[src/rtl/cpu_pkg.sv]
// Shared CPU definitions: load/store FSM encodings, datapath width and the MMIO page.
// The IO_WAIT encoding exists only when LDST_MMIO_EN is defined.
package cpu_pkg;

  localparam int unsigned DATA_W    = 16;
  localparam int unsigned ADDR_W    = 16;
  localparam logic [7:0]  MMIO_PAGE = 8'hFF;

  typedef enum logic [2:0] {
    S_IDLE    = 3'd0,
    S_ACCESS  = 3'd1,
    S_RDWAIT  = 3'd2,
`ifdef LDST_MMIO_EN
    S_DONE    = 3'd3,
    S_IO_WAIT = 3'd4
`else
    S_DONE    = 3'd3
`endif
  } ldst_state_e;

  function automatic logic is_mmio_page(input logic [ADDR_W-1:0] a);
    return a[ADDR_W-1:ADDR_W-8] == MMIO_PAGE;
  endfunction

endpackage

[src/rtl/ldst_unit.sv]
// Load/store unit: one access per start, single FSM with a registered datapath.
// Optional memory-mapped I/O page routing is compiled in with LDST_MMIO_EN.
module ldst_unit
  import cpu_pkg::*;
(
  input  logic              clk,
  input  logic              rst_n,
  input  logic              start,
  input  logic              is_store,
  input  logic [ADDR_W-1:0] addr,
  input  logic [DATA_W-1:0] wdata,
  output logic              busy,
  output logic              done,
  output logic [DATA_W-1:0] rdata,
  output logic              mem_en,
  output logic              mem_we,
  output logic [ADDR_W-1:0] mem_addr,
  output logic [DATA_W-1:0] mem_din,
  input  logic [DATA_W-1:0] mem_dout,
`ifdef LDST_MMIO_EN
  output logic              io_req,
  output logic              io_we,
  output logic [7:0]        io_addr,
  output logic [DATA_W-1:0] io_wdata,
  input  logic              io_ack,
  input  logic [DATA_W-1:0] io_rdata,
`endif
  output ldst_state_e       dbg_state
);

  // start is a request level, not a valid/ready handshake: it is sampled only
  // in IDLE and dropped in every other state; done pulses once per accepted start.
  ldst_state_e       state_q;
  logic              store_q;
  logic [ADDR_W-1:0] addr_q;
  logic [DATA_W-1:0] wdata_q;
  logic [DATA_W-1:0] rdata_q;
  logic              busy_q;
  logic              done_q;
  logic              mem_en_q;
  logic              mem_we_q;
`ifdef LDST_MMIO_EN
  logic              io_req_q;
`endif

  always_ff @(posedge clk or negedge rst_n) begin
    if (!rst_n) begin
      state_q  <= S_IDLE;
      store_q  <= 1'b0;
      addr_q   <= '0;
      wdata_q  <= '0;
      rdata_q  <= '0;
      busy_q   <= 1'b0;
      done_q   <= 1'b0;
      mem_en_q <= 1'b0;
      mem_we_q <= 1'b0;
`ifdef LDST_MMIO_EN
      io_req_q <= 1'b0;
`endif
    end else begin
      done_q <= 1'b0;
      case (state_q)
        S_IDLE: begin
          if (start) begin
            store_q <= is_store;
            addr_q  <= addr;
            wdata_q <= wdata;
            busy_q  <= 1'b1;
            state_q <= S_ACCESS;
            // Enables are registered one state early so they line up with ACCESS.
`ifdef LDST_MMIO_EN
            mem_en_q <= !is_mmio_page(addr);
            mem_we_q <= is_store && !is_mmio_page(addr);
`else
            mem_en_q <= 1'b1;
            mem_we_q <= is_store;
`endif
          end
        end
        S_ACCESS: begin
          mem_en_q <= 1'b0;
          mem_we_q <= 1'b0;
`ifdef LDST_MMIO_EN
          if (is_mmio_page(addr_q)) begin
            io_req_q <= 1'b1;
            state_q  <= S_IO_WAIT;
          end else
`endif
          if (store_q) begin
            busy_q  <= 1'b0;
            done_q  <= 1'b1;
            state_q <= S_DONE;
          end else begin
            state_q <= S_RDWAIT;
          end
        end
        S_RDWAIT: begin
          rdata_q <= mem_dout;
          busy_q  <= 1'b0;
          done_q  <= 1'b1;
          state_q <= S_DONE;
        end
`ifdef LDST_MMIO_EN
        S_IO_WAIT: begin
          if (io_ack) begin
            if (!store_q) begin
              rdata_q <= io_rdata;
            end
            io_req_q <= 1'b0;
            busy_q   <= 1'b0;
            done_q   <= 1'b1;
            state_q  <= S_DONE;
          end
        end
`endif
        S_DONE: begin
          state_q <= S_IDLE;
        end
        default: begin
          state_q <= S_IDLE;
        end
      endcase
    end
  end

  assign busy      = busy_q;
  assign done      = done_q;
  assign rdata     = rdata_q;
  assign mem_en    = mem_en_q;
  assign mem_we    = mem_we_q;
  assign mem_addr  = addr_q;
  assign mem_din   = wdata_q;
  assign dbg_state = state_q;

`ifdef LDST_MMIO_EN
  assign io_req   = io_req_q;
  assign io_we    = store_q;
  assign io_addr  = addr_q[7:0];
  assign io_wdata = wdata_q;
`endif

endmodule

[config.mk]
export PLATFORM = sky130hd
export DESIGN_NAME = ldst_unit
export DESIGN_NICKNAME = d
export VERILOG_FILES = /design/src/rtl/cpu_pkg.sv /design/src/rtl/ldst_unit.sv
export SDC_FILE = /design/constraint.sdc
export NUM_CORES = 1
export LEC_CHECK = 0
export CORE_ASPECT_RATIO = 0.7
export CORE_MARGIN = 2
export CORE_UTILIZATION = 40
export CTS_CLUSTER_SIZE = 20
export DETAILED_ROUTE_END_ITERATION = 8
export GPL_TIMING_DRIVEN = 0
export PLACE_DENSITY = 0.84
export SLEW_MARGIN = 10
export SYNTH_ARGS = -nofsm -noshare
export SYNTH_HDL_FRONTEND = slang
export SYNTH_SLANG_ARGS = --single-unit
[constraint.sdc]
create_clock -name clk -period 2 [get_ports clk]
set_clock_uncertainty 0.15 [all_clocks]
set_input_delay 0.2 -clock clk [delete_from_list [all_inputs] [get_ports clk]]
set_output_delay 0.2 -clock clk [all_outputs]
set_load 0.05 [all_outputs]
==> impl_metrics.json <==
{
  "status": "complete, no violations",
  "final_max_slew_viol_count": 0,
  "start_util": 0.412,
  "routedWlPerCell_um": 14.7,
  "drt_first_pass_iters": 4,
  "hold_class": "in2async",
  "yosysUniqueCellTypes": 18,
  "postRouteWirelength_um": 4730,
  "synthCells": 135,
  "hold_violations": 0,
  "path_max_fanout": 5,
  "drcViolationCount": 0,
  "fin_ws_ns": 0.104,
  "cts_tree": "yes",
  "pre_cts_slack_ns": 0.183,
  "dp_hpwl_um": 3620,
  "grt_pass1_wl_um": 7540,
  "num_vias": 1491,
  "cts_sinks": 55,
  "grt_use_total": 0.166,
  "syn_area_um2": 2160,
  "routed_via_density": 4.63,
  "cts_root_buf": "clkbuf_8",
  "max_freq_mhz": 527,
  "core_um2": 5230,
  "setup_viol_count_final": 0,
  "drive_above_1_share": 0.272,
  "n_antenna_cell": 0,
  "worst_path_max_delay_cell": "clkdlybuf4s50_1",
  "avgSynthCellArea_um2": 16.0,
  "drt-initial-drc-count": 27,
  "cp_top_family": "buffers and inverters",
  "syn2layout_area_growth_pct": 58.1,
  "required_ns": 1.65,
  "top_usage_layer": "met2",
  "portBuffers": 105,
  "use_met3": 0.0631,
  "ys_ff_latch": 55,
  "clk_path_buf_depth": 2,
  "ys_warn_count": 0,
  "die_y_um": 65.4,
  "slew_headroom": 0.598,
  "max-cap-violations": 0,
  "start_kind": "flip-flop",
  "rows": 22,
  "clkTransAtPathRegs_ns": 0.09,
  "gr-total-overflow": 0,
  "final_nets": 305,
  "final.period_utilization": 0.948,
  "max_stage_delay_ns": 0.83,
  "tightest_slew_ns": 0.603,
  "ios": 107,
  "cp.arrival_ns": 1.55,
  "antenna_found_initial": 0,
  "clk_latency_ns": 0.30,
  "grt_max_degree": 31,
  "htree_levels": 2,
  "ant_nets": 0,
  "die_w_um": 91.8,
  "rsz0062_at_grt": "no",
  "end_kind": "primary output",
  "critical_path.cell_chain": "clkdlybuf4s50_1",
  "die-area_um2": 6010,
  "use_met2": 0.251,
  "worstSetupPathType": "reg2out",
  "grt_pass1_vias": 1543,
  "use_met1": 0.226,
  "gp_congestion": 0.757,
  "ys_seq_area_frac": 0.638,
  "cts_inserted_buffers": 5,
  "synth.net_count": 191,
  "min_period_ns": 1.90,
  "path_buf_inv": 1
}
-- cell usage in the layout (no fill, tap or decap), types with 2 or more instances in the layout --
cell	n
buf_2	3
o31ai_1	2
clkdlybuf4s50_1	103
and2b_2	2
clkbuf_8	5
a21oi_1	2
nand2_1	3
nor2b_1	2
buf_6	3
o21ai_0	2
dfrtp_1	55
ha_1	4
mux2_2	50
inv_1	2
-- worst paths after layout --
check                              from           end  slack, ns  cells after the start
setup / recovery           dbg_state[1]  dbg_state[1]       0.10                      1
hold / removal                    rst_n      rdata[6]       0.31                      2
setup reg to reg           dbg_state[0]      rdata[7]       0.17                      5
hold reg to reg            mem_addr[13]  mem_addr[13]       0.36                      1
max in group asynchronous         rst_n   mem_addr[1]       0.83                      3
min in group clk              wdata[12]   mem_din[12]       0.35                      2
-- cells by family after synthesis --
group / share of synthesized area
DFF: 0.638
muxes: 0.261
AOI/OAI and AO/OA: 0.0267
buffers and inverters: 0.0273
and+or+nand+nor: 0.0220
adders and majority gates: 0.0232
other: 0.00174
-- state kept, by name, summed over array words and instances (netlist names) --
name and flops:
mem_addr 16, mem_din 16, rdata 16, dbg_state 2
busy 1, done 1, mem_en 1, mem_we 1
store_q 1
-- per-layer routing --
layer / vias up / routed length, um
met3: 4 / 459
met5: - / 0
met1: 712 / 2170
met4: 0 / 31
met2: 80 / 2060
li1: 695 / -
-- Yosys cell counts --
cell type | instances | area share
buf_2 | 2 | 0.0046
nand2_1 | 3 | 0.0052
inv_1 | 2 | 0.0035
nor2b_1 | 2 | 0.0058
o21ai_0 | 2 | 0.0046
o211ai_1 | 1 | 0.0035
nand2_2 | 1 | 0.0029
dfrtp_1 | 55 | 0.64
conb_1 | 1 | 0.0017
buf_6 | 3 | 0.016
o41ai_1 | 1 | 0.0041
o31ai_1 | 2 | 0.0070
ha_1 | 4 | 0.023
a21oi_1 | 2 | 0.0046
buf_4 | 1 | 0.0035
and2b_2 | 2 | 0.0081
mux2_2 | 50 | 0.26
a31oi_1 | 1 | 0.0029
-- area by class of cell --
cell class                 count  area [um^2]
sequential                    55         1380
timing repair buffer         107         1080
clock buffer                   6         72.6
fill                         417         1820
buffer                         6         51.3
multi-input combinational     72          722
inverter                       2         7.51
clock inverter                 2         12.5
tap                           72         90.1
-- what timing repair did --
item                       CTS  global route
hold buffers                 1             0
gates resized for setup      0             1
hold endpoints to repair    25             0
buffers inserted             0             0
setup endpoints to repair    0             1
-- through the flow --
| step | hold WS [ns] | instance area (um^2) | util | cells | TNS [ns] |
|---|---|---|---|---|---|
| floorplan | -0.246 | 2160 | - | 135 | 0 |
| global placement | 0.335 | 3300 | 0.631 | 312 | -58.81 |
| detailed placement | 0.0926 | 3310 | 0.633 | 313 | 0 |
| CTS | 0.305 | 3410 | 0.652 | 322 | 0 |
| global route | 0.326 | 3410 | 0.652 | 322 | 0 |
| finish | 0.306 | 3410 | 0.652 | 322 | 0 |
-- worst reg2reg max path: stages, from the launching register on --
cell     delay [ns]
dfrtp_1        0.45
inv_1          0.11
ha_1           0.14
buf_2          0.21
buf_2          0.28
mux2_2         0.37
Power is left out: the tool's default activity adds up to more than one toggle a clock period on the data nets, which glitch-free logic cannot reach.
